`src/rtl/bcd_disp_pkg.sv`:
```
// Shared types and constants for the two-digit BCD 7-segment scanner.
package bcd_disp_pkg;

  typedef enum logic [1:0] {
    T_ON  = 2'd0,
    T_GAP = 2'd1,
    O_ON  = 2'd2,
    O_GAP = 2'd3
  } scan_state_t;

  // Active-high segment patterns, bit order {g,f,e,d,c,b,a}
  localparam logic [6:0] SEG_0    = 7'h3F;
  localparam logic [6:0] SEG_1    = 7'h06;
  localparam logic [6:0] SEG_2    = 7'h5B;
  localparam logic [6:0] SEG_3    = 7'h4F;
  localparam logic [6:0] SEG_4    = 7'h66;
  localparam logic [6:0] SEG_5    = 7'h6D;
  localparam logic [6:0] SEG_6    = 7'h7D;
  localparam logic [6:0] SEG_7    = 7'h07;
  localparam logic [6:0] SEG_8    = 7'h7F;
  localparam logic [6:0] SEG_9    = 7'h6F;
  localparam logic [6:0] SEG_DASH = 7'h40;
  localparam logic [6:0] SEG_OFF  = 7'h00;

  localparam logic [1:0] COM_TENS = 2'b10;
  localparam logic [1:0] COM_ONES = 2'b01;
  localparam logic [1:0] COM_NONE = 2'b00;

endpackage

```
`src/rtl/bcd_seg_scan_if.sv`:
```
// Valid/ready handshake carrying one {tens, ones} BCD word.
interface bcd_seg_scan_if;
  logic [7:0] bcd_in;
  logic       bcd_valid;
  logic       bcd_ready;

  modport master (output bcd_in, output bcd_valid, input bcd_ready);
  modport slave  (input bcd_in, input bcd_valid, output bcd_ready);
endinterface

```
`src/rtl/bcd_seg_scan_seg7.sv`:
```
// Combinational BCD nibble to active-high 7-segment decoder; non-BCD codes show a dash.
module bcd_to_seg7
  import bcd_disp_pkg::*;
(
  input  logic [3:0] nib,
  output logic [6:0] seg
);

  always_comb begin
    seg = SEG_DASH;
    case (nib)
      4'd0: seg = SEG_0;
      4'd1: seg = SEG_1;
      4'd2: seg = SEG_2;
      4'd3: seg = SEG_3;
      4'd4: seg = SEG_4;
      4'd5: seg = SEG_5;
      4'd6: seg = SEG_6;
      4'd7: seg = SEG_7;
      4'd8: seg = SEG_8;
      4'd9: seg = SEG_9;
      default: seg = SEG_DASH;
    endcase
  end

endmodule

```
`src/rtl/bcd_seg_scan.sv`:
```
// Two-digit 7-segment scanner with guard gaps; new words swap in only at frame boundaries.
//   state | meaning
//   T_ON  | tens digit lit          T_GAP | all commons off
//   O_ON  | ones digit lit          O_GAP | all commons off, last cycle is the frame boundary
module bcd_seg_scan
  import bcd_disp_pkg::*;
#(
  parameter int SCAN_DIV   = 50000,
  parameter int GUARD      = 16,
  parameter bit ACTIVE_LOW = 1'b1
) (
  input  logic             clk,
  input  logic             rst_n,
  bcd_seg_scan_if.slave    bus,
  input  logic             blank_lz,
  output logic [6:0]       seg,
  output logic [1:0]       com
);

  localparam int CNT_MAX = (SCAN_DIV > GUARD) ? SCAN_DIV : GUARD;
  localparam int CNT_W   = (CNT_MAX > 1) ? $clog2(CNT_MAX) : 1;
  localparam logic [CNT_W-1:0] ON_LAST  = CNT_W'(SCAN_DIV - 1);
  localparam logic [CNT_W-1:0] GAP_LAST = CNT_W'(GUARD - 1);
  localparam logic [6:0] SEG_POL = {7{ACTIVE_LOW}};
  localparam logic [1:0] COM_POL = {2{ACTIVE_LOW}};

  scan_state_t      state, state_nxt;
  logic [CNT_W-1:0] div_cnt, div_nxt;
  logic             tc, boundary, hs;
  logic [7:0]       disp_reg, pend_reg;
  logic             pend_full;
  logic [3:0]       nib;
  logic [6:0]       seg_dec, seg_nxt;
  logic [1:0]       com_nxt;

  assign bus.bcd_ready = ~pend_full;
  assign hs            = bus.bcd_valid && !pend_full;
  assign tc            = ((state == T_ON) || (state == O_ON)) ? (div_cnt == ON_LAST)
                                                              : (div_cnt == GAP_LAST);
  assign boundary      = (state == O_GAP) && tc;

  always_ff @(posedge clk or negedge rst_n) begin
    if (!rst_n) begin
      state   <= T_ON;
      div_cnt <= '0;
    end else begin
      state   <= state_nxt;
      div_cnt <= div_nxt;
    end
  end

  always_comb begin
    state_nxt = state;
    div_nxt   = div_cnt + CNT_W'(1);
    if (tc) begin
      div_nxt = '0;
      case (state)
        T_ON:    state_nxt = T_GAP;
        T_GAP:   state_nxt = O_ON;
        O_ON:    state_nxt = O_GAP;
        O_GAP:   state_nxt = T_ON;
        default: state_nxt = T_ON;
      endcase
    end
  end

  // A word accepted on the boundary edge itself waits for the next boundary (no bypass).
  always_ff @(posedge clk or negedge rst_n) begin
    if (!rst_n) begin
      disp_reg  <= 8'h00;
      pend_reg  <= 8'h00;
      pend_full <= 1'b0;
    end else if (boundary && pend_full) begin
      disp_reg  <= pend_reg;
      pend_full <= 1'b0;
    end else if (hs) begin
      pend_reg  <= bus.bcd_in;
      pend_full <= 1'b1;
    end
  end

  assign nib = (state == T_ON) ? disp_reg[7:4] : disp_reg[3:0];

  bcd_to_seg7 u_dec (
    .nib (nib),
    .seg (seg_dec)
  );

  always_comb begin
    seg_nxt = SEG_OFF;
    com_nxt = COM_NONE;
    case (state)
      T_ON: begin
        if (!(blank_lz && (disp_reg[7:4] == 4'd0))) begin
          seg_nxt = seg_dec;
          com_nxt = COM_TENS;
        end
      end
      O_ON: begin
        seg_nxt = seg_dec;
        com_nxt = COM_ONES;
      end
      default: begin
        seg_nxt = SEG_OFF;
        com_nxt = COM_NONE;
      end
    endcase
  end

  always_ff @(posedge clk or negedge rst_n) begin
    if (!rst_n) begin
      seg <= SEG_OFF ^ SEG_POL;
      com <= COM_NONE ^ COM_POL;
    end else begin
      seg <= seg_nxt ^ SEG_POL;
      com <= com_nxt ^ COM_POL;
    end
  end

endmodule

```
`src/flat_wrapper.sv`:
```
// flat-port wrapper written by rule: the top's interface ports become plain ports
module bcd_seg_scan_flat import bcd_disp_pkg::*;
#(
  parameter int SCAN_DIV   = 50000,
  parameter int GUARD      = 16,
  parameter bit ACTIVE_LOW = 1'b1
)
  (clk, rst_n, blank_lz, seg, com, bus_bcd_in, bus_bcd_valid, bus_bcd_ready);
  bcd_seg_scan_if bus_i ();
  input  logic clk;
  input  logic rst_n;
  input  logic blank_lz;
  output logic [6:0] seg;
  output logic [1:0] com;
  input wire logic [$bits(bus_i.bcd_in)-1:0] bus_bcd_in;
  input wire logic [$bits(bus_i.bcd_valid)-1:0] bus_bcd_valid;
  output wire logic [$bits(bus_i.bcd_ready)-1:0] bus_bcd_ready;
  assign bus_i.bcd_in = bus_bcd_in;
  assign bus_i.bcd_valid = bus_bcd_valid;
  assign bus_bcd_ready = bus_i.bcd_ready;
  bcd_seg_scan #(.SCAN_DIV(SCAN_DIV), .GUARD(GUARD), .ACTIVE_LOW(ACTIVE_LOW)) u_core (.clk(clk), .rst_n(rst_n), .bus(bus_i), .blank_lz(blank_lz), .seg(seg), .com(com));
endmodule
```
`config.mk`:
```
export PLATFORM = sky130hd
export DESIGN_NAME = bcd_seg_scan_flat
export DESIGN_NICKNAME = d
export VERILOG_FILES = /design/src/rtl/bcd_disp_pkg.sv /design/src/rtl/bcd_seg_scan_if.sv /design/src/rtl/bcd_seg_scan_seg7.sv /design/src/rtl/bcd_seg_scan.sv /design/src/flat_wrapper.sv
export SDC_FILE = /design/constraint.sdc
export NUM_CORES = 1
export LEC_CHECK = 0
export ABC_AREA = 0
export ABC_CLOCK_PERIOD_IN_PS = 2950
export BUFFER_PORTS_ARGS = -buffer_cell sky130_fd_sc_hd__buf_2
export CAP_MARGIN = 20
export CELL_PAD_IN_SITES_DETAIL_PLACEMENT = 1
export CELL_PAD_IN_SITES_GLOBAL_PLACEMENT = 2
export CORE_MARGIN = 2
export CORE_UTILIZATION = 39
export CTS_CLUSTER_SIZE = 25
export DETAILED_ROUTE_END_ITERATION = 6
export GPL_TIMING_DRIVEN = 0
export PLACE_DENSITY_LB_ADDON = 0.3
export SLEW_MARGIN = 15
export SYNTH_ARGS = -nofsm -noshare
export SYNTH_HDL_FRONTEND = slang
export SYNTH_SLANG_ARGS = --single-unit
```
`constraint.sdc`:
```
create_clock -name clk -period 2.95 [get_ports clk]
set_input_delay 0.885 -clock clk [delete_from_list [all_inputs] [get_ports clk]]
set_output_delay 0.885 -clock clk [all_outputs]
set_load 0.005 [all_outputs]
```
==> impl_results.md, run 1 <==
* Core area at 5070 sq um
* Worst Clk Skew at 7.83 ps
* Die X at 76.2 um
* CTS root buffer: clkbuf_8
* Post-synthesis sequential area ratio at 0.547
* Max reg flops at 16
* Mapped Nets at 191
* Total Wirelength at 3980 um
* Cts hold-fix bufs at 0
* Worst vdd ir at 0.273 mV
* Layout filler cell count at 570
* Worst Hold Path EP: u_core.div_cnt[0]
* DR vias/cell at 4.95
* RR Endpoint: u_core.seg[3]
* Final nets at 219
* Die ar. at 5800 sq um
* Via count at 1,327
* GRT Overall Usage at 0.151
* Share of cells above drive strength 1 at 0.298
* Type of the most critical hold path: reg -> reg
* P_leak at 1.15 nW
* Setup TNS at 0 ps
* Mapped cell area at 2030 sq um
* Total power at 1.14 mW
* Hold depth at 1
* Tmin final at 2600 ps
* Synthesized flop and latch total at 44
* Final Hold Violating Endpoints at 0
* Synth warn at 0
* Number of I/O port buffers at 21
* DP HPWL at 2910 um
* Initial Util at 0.400
* Slew @ Worst Pin at 911 ps
* Area grow syn2layout at 15.2%
* Initial DRT Pass Iterations at 4
* Post-CTS Resized at 0
* Status: completed
* Iter 0 DRT Violations at 82
* Initial antenna violation count at 0
* Fmax at 0.385 GHz
* Number of global-route vias before repair at 1,405
* Critical path type: reg -> reg
* DRC Markers at 0
* Rows at 26
* TritonCTS Buffers at 5
* Worst-skew pair later-pin latency at 290 ps
* Clock Path Buffers at 2
* Synth Instances at 169
* Final Cycle Share at 0.881
* CTS tree: done
* DIE HEIGHT at 76.2 um
* Slowest CP cell: mux2i_1
* Global route total overflow at 0
* Syn_area_per_cell at 12.0 sq um
* CTS clk-pin slew, worst paths at 90 ps
* Worst R2R Start: u_core.state[0]
* CTS H-tree depth at 2
* DRT antenna net count at 0
* R2R Setup Slk at 350 ps
* RSZ-0062 raised after global routing: no
* Antenna cells at 0
* Postcts setup bufs at 0
* Library cells used by synthesis at 32
* Maxcap violations at 0
* Boundary Pins at 22
* CP cell instances: inv_1 -> ha_1 -> clkbuf_1 -> mux2i_1 -> nand2_1 -> a22oi_1 -> o21ai_0
* Slew Viols, Final at 0
* Most frequent cells in the layout: 35 x dfrtp_1, 22 x buf_2, 18 x mux2_2
* Routed wire per std cell at 14.9 um
* Placer Congestion at 0.850
* Non-filler cells in the finished layout at 268
* Slew headroom at 0.376
* Reg2reg path depth at 7
* Max incr delay on CP at 810 ps
* Arr. time, crit path at 2800 ps
* CP Data Required Time at 3150 ps
* Commonest non-fill, non-tap cell in the layout: dfrtp_1
* Largest net degree at the start of global routing at 45
* Worst hold path startpoint: u_core.div_cnt[0]
* Placed Instances at 260
* Crit path max fanout at 10
* First-pass GRT wire length at 6980 um
* # setup viols final at 0
* Clock sinks at 44
* Worst Setup End Kind: flop
* Pwr Density at 488 nW/um^2
* Startpoint types: flop
## cell type report
| type | instances | area (sq um) | area share |
|---|---|---|---|
| repair buffers | 21 | 105 | 0.0449 |
| clock inverters | 3 | 47.5 | 0.0203 |
| inverters | 8 | 30.0 | 0.0128 |
| flip-flops and latches | 44 | 1110 | 0.475 |
| well taps | 70 | 87.6 | 0.0374 |
| clock buffers | 5 | 68.8 | 0.0294 |
| multi-input cells | 113 | 873 | 0.373 |
| plain buffers | 4 | 16.3 | 0.00695 |
## routing by layer
layer	global-route usage	up-vias	part of all wire
li1	-	636	-
met1	0.203	666	0.46
met2	0.240	23	0.49
met3	0.0355	2	0.042
met4	0.0545	0	0.0095
met5	0	-	0
## how the worst max path moves through the flow
stage | end | slack (ps) | start | cells after the start
2_1_floorplan | u_core.seg[1] | 820 | u_core.state[0] | 7
3_3_place_gp | u_core.seg[1] | 480 | u_core.state[0] | 7
3_5_place_dp | u_core.seg[3] | 360 | u_core.state[0] | 7
4_1_cts | u_core.seg[3] | 310 | u_core.state[0] | 7
5_1_grt | u_core.seg[0] | 70 | u_core.state[0] | 7
6_report | u_core.seg[3] | 350 | u_core.state[0] | 7
## through the flow
stage	hold WS, ps	instance area (sq um)	setup slack [ps]	util
floorplan	425	2030	824	-
global placement	439	2220	482	0.438
detailed placement	453	2220	364	0.438
CTS	465	2340	309	0.461
global route	491	2340	71.9	0.461
finish	458	2340	351	0.461
## synth_stat cells
cell | instances | share of area
nand3b_1 | 1 | 0.0037
nand2_1 | 10 | 0.018
nand2b_1 | 1 | 0.0031
or4b_1 | 1 | 0.0049
o21ai_0 | 8 | 0.020
a22oi_1 | 1 | 0.0037
and2_1 | 1 | 0.0031
dfstp_2 | 9 | 0.12
o31ai_1 | 1 | 0.0037
mux2_2 | 18 | 0.10
nor3_1 | 1 | 0.0025
xnor2_1 | 5 | 0.022
nand4_1 | 5 | 0.015
and4_1 | 1 | 0.0043
dfrtp_1 | 35 | 0.43
inv_1 | 8 | 0.015
nor4_1 | 2 | 0.0062
nor4b_1 | 1 | 0.0043
clkbuf_1 | 3 | 0.0055
nor2_1 | 14 | 0.026
o41ai_1 | 1 | 0.0043
buf_2 | 1 | 0.0025
ha_1 | 10 | 0.062
or4_1 | 1 | 0.0037
nor2b_1 | 2 | 0.0062
nand3_1 | 7 | 0.017
mux2i_1 | 8 | 0.039
xor2_1 | 9 | 0.039
and3_1 | 1 | 0.0031
o22a_2 | 1 | 0.0049
nor3_4 | 1 | 0.0080
a21oi_1 | 1 | 0.0025
## where the power goes
group | switching (mW) | leakage [nW] | internal [mW]
clock network | 0.213 | 0.0583 | 0.255
registers | 0.00852 | 0.551 | 0.624
logic | 0.0218 | 0.541 | 0.0192
total | 0.244 | 1.15 | 0.898
## cells by family (layout without fill, tap and decap cells)
kind of cell | after synthesis | in the layout | share of synthesized area
compound gates | 13 | 13 | 0.0388
xor+xnor | 14 | 14 | 0.0603
fa+ha+maj | 10 | 10 | 0.0616
buf+inv | 12 | 41 | 0.0228
flops | 44 | 44 | 0.547
mux | 26 | 26 | 0.139
simple gates | 50 | 50 | 0.130
## worst max-delay path: cells and delay by family (launching register included)
| family | cells | cell delay [ps] |
|---|---|---|
| muxes | 1 | 810 |
| AOI/OAI and AO/OA | 2 | 530 |
| adders and majority gates | 1 | 160 |
| buffers and inverters | 2 | 450 |
| and+or+nand+nor | 1 | 110 |
| DFF | 1 | 440 |
No activity file was read; power rests on OpenSTA's default activity.
==> inputs of run 2 (changes only) <==
- CORE_ASPECT_RATIO: unset -> 1.75
- CTS_BUF_LIST: unset -> sky130_fd_sc_hd__clkbuf_16
- SYNTH_HIERARCHICAL: unset -> 1
==> impl_results.md, run 2 <==
* Post-synthesis sequential area ratio at 0.515 (-0.0321)
* Max reg flops at 16 (unchanged)
* RSZ-0062 raised after global routing: no
* Most common flop cell mapped by yosys: dfrtp_1
* Cts hold-fix bufs at 0 (unchanged)
* Final Cycle Share at 0.702 (-0.180)
* Post-synthesis async set-or-reset flop share at 1.00 (unchanged)
* Post-route cell area at 2520 sq um (+7.8%)
* DIE HEIGHT at 102 um (+34%)
* DRT antenna net count at 0 (unchanged)
* Initial antenna violation count at 0 (unchanged)
* Worst Clk Skew at 6.07 ps (-1.76 ps)
* DR vias/cell at 4.97 (+0.41%)
* Die X at 60.2 um (-21%)
* Placed Instances at 276 (+6.2%)
* Met3 Wirelength at 130 um (-22%)
* Largest net degree at the start of global routing at 45 (unchanged)
* Arr. time, crit path at 2280 ps (-520 ps)
* Rows at 35 (+35%)
* Fmax at 0.483 GHz (+26%)
* Most frequent cell after synthesis: dfrtp_1
* Antenna cells at 0 (unchanged)
* P_leak at 1.19 nW (+3.4%)
* Mapped Nets at 204 (+6.8%)
* Wl on met1 at 1550 um (-16%)
* Worst R2R Start: u_core/state[0]
* CP Data Required Time at 3160 ps (about the same)
* Global route total overflow at 0 (unchanged)
* Post-CTS Resized at 0 (unchanged)
* R2R Setup Slk at 880 ps (+530 ps)
* Crit path max fanout at 8 (-2)
* Internal power at 1.04 mW (+16%)
* Reg2reg path depth at 7 (unchanged)
* Share of the synthesized area in the top cell type at 0.406 (-0.0252)
* Logic pwr share at 0.031 (-0.005)
* Setup ws final at 880 ps (+530 ps)
* Library cells used by synthesis at 36 (+13%)
* Number of I/O port buffers at 21 (unchanged)
* Setup crit start: u_core/state[0]
* Initial DRT Pass Iterations at 4 (unchanged)
* Core area at 5300 sq um (+4.4%)
* Routed wire per std cell at 15.3 um (+2.8%)
* GRT Overall Usage at 0.162 (+0.0111)
* Net Sw Frac at 0.199 (-0.0146)
* Max layer used: met4
* Worst-skew pair later-pin latency at 290 ps (about the same)
* Synth top area cells: dfrtp_1 41%, dfstp_2 11%, mux2_2 6.8%
* Worst Setup End Kind: flop
* Final nets at 232 (+5.9%)
* Share of cells above drive strength 1 at 0.319 (+0.0211)
* Clock sinks at 44 (unchanged)
* CTS clk-pin slew, worst paths at 60 ps (-30 ps)
* Setup TNS at 0 ps (unchanged)
* Number of global-route vias before repair at 1,545 (+10%)
* CTS tree: done
* Commonest non-fill, non-tap cell in the layout: dfrtp_1
* Synth Instances at 181 (+7.1%)
* Worst vdd ir at 0.308 mV (+13%)
* Maxcap violations at 0 (unchanged)
* Synthesized flop and latch total at 44 (unchanged)
* Clock Path Buffers at 2 (unchanged)
* Syn_area_per_cell at 11.9 sq um (-0.82%)
* CTS H-tree depth at 2 (unchanged)
* Startpoint types: flop
* Synth cell count leaders: 35 x dfrtp_1, 17 x nor2_1, 16 x nand2_1
* TritonCTS Buffers at 5 (unchanged)
* Pwr Density at 515 nW/um^2 (+5.6%)
* Non-filler cells in the finished layout at 284 (+6.0%)
* Placer Congestion at 0.726 (-15%)
* Status: completed
* Crit path capture: u_core/seg[5]
* Slew Viols, Final at 0 (unchanged)
* Post-placement setup slack at 894 ps (+530 ps)
* Initial Util at 0.407 (+0.00693)
* Synth warn at 6 (+6)
* Postcts setup bufs at 0 (unchanged)
* Clk pwr share at 0.482 (+0.072)
* Die ar. at 6170 sq um (+6.3%)
* DP HPWL at 3180 um (+9.0%)
* Total Wirelength at 4340 um (+8.9%)
* Slew @ Worst Pin at 950 ps (+39.9 ps)
* RR Endpoint: u_core/seg[5]
* Via count at 1,412 (+6.4%)
* First-pass GRT wire length at 7260 um (+4.0%)
* Area grow syn2layout at 16.9%
* Placed cell areas at 2360 sq um (+5.9%)
* Iter 0 DRT Violations at 40 (-51%)
* Slew headroom at 0.366 (-0.00925)
* CTS root buffer: clkbuf_16
* Critical path type: reg -> reg
* Boundary Pins at 22 (unchanged)
* # setup viols final at 0 (unchanged)
* Synth area leader: dfrtp_1
* Total power at 1.30 mW (+14%)
* Type of the most critical hold path: reg -> reg
* Tmin final at 2070 ps (-530 ps)
* Psw at 258 uW (+6.1%)
* Final Hold Violating Endpoints at 0 (unchanged)
* Total length of routed met2 wires at 2580 um (+33%)
* Mapped cell area at 2160 sq um (+6.2%)
* Sequential share of power at 0.487 (-0.067)
* Most frequent cells in the layout: 35 x dfrtp_1, 22 x buf_2, 17 x nor2_1
* Post-synth EDFFs at 0 (unchanged)
* DRC Markers at 0 (unchanged)
==> run 2: cell type report <==
class	count	area (sq um)
Tap cell	74	92.6
Buffer	5	42.5
Clock buffer	5	125
Fill cell	569	2780
Multi-Input combinational cell	122	966
Timing Repair Buffer	21	105
Inverter	10	37.5
Sequential cell	44	1110
Clock inverter	3	42.5
==> run 2: power by group through the flow <==
| stage | combinational, mW | sequential (mW) | clock, mW |
|---|---|---|---|
| floorplan | 0.0155 | 0.642 | 0 |
| global placement | 0.0407 | 0.643 | 0 |
| detailed placement | 0.0427 | 0.644 | 0 |
| CTS | 0.0427 | 0.633 | 0.646 |
| global route | 0.0468 | 0.635 | 0.668 |
| finish | 0.0406 | 0.633 | 0.627 |
==> run 2: worst max-delay path: stages (launching register included) <==
cell	delay (ps)
dfrtp_1	430
inv_1	150
ha_1	300
mux2_2	450
ha_1	220
o21ai_0	210
o31a_1	170
nand2_1	50
==> run 2: routing by layer <==
metal	GRT usage	vias to the layer above
li1	-	665
met1	0.153	722
met2	0.312	20
met3	0.0418	5
met4	0.0684	0
met5	0	-
==> run 2: stage by stage <==
step | utilization | hold WS [ps]
6_report | 0.476 | 459
5_1_grt | 0.476 | 473
4_1_cts | 0.476 | 462
3_5_place_dp | 0.445 | 454
3_3_place_gp | 0.445 | 446
2_1_floorplan | - | 433
==> run 2: cells by family after synthesis <==
family	synth area share
buffers and inverters	0.0371
xor gates and xnor gates	0.0609
adders and majority gates	0.0638
DFF	0.515
muxes	0.140
and+or+nand+nor	0.152
AOI/OAI and AO/OA	0.0313
==> run 2: worst min-delay path by stage <==
stage	from	end	cells after the start
floorplan	u_core/div_cnt[0]	u_core/div_cnt[0]	1
CTS	u_core/div_cnt[0]	u_core/div_cnt[0]	1
finish	u_core/div_cnt[0]	u_core/div_cnt[0]	1
global route	u_core/div_cnt[0]	u_core/div_cnt[0]	1
detailed placement	u_core/div_cnt[0]	u_core/div_cnt[0]	1
global placement	u_core/div_cnt[0]	u_core/div_cnt[0]	1
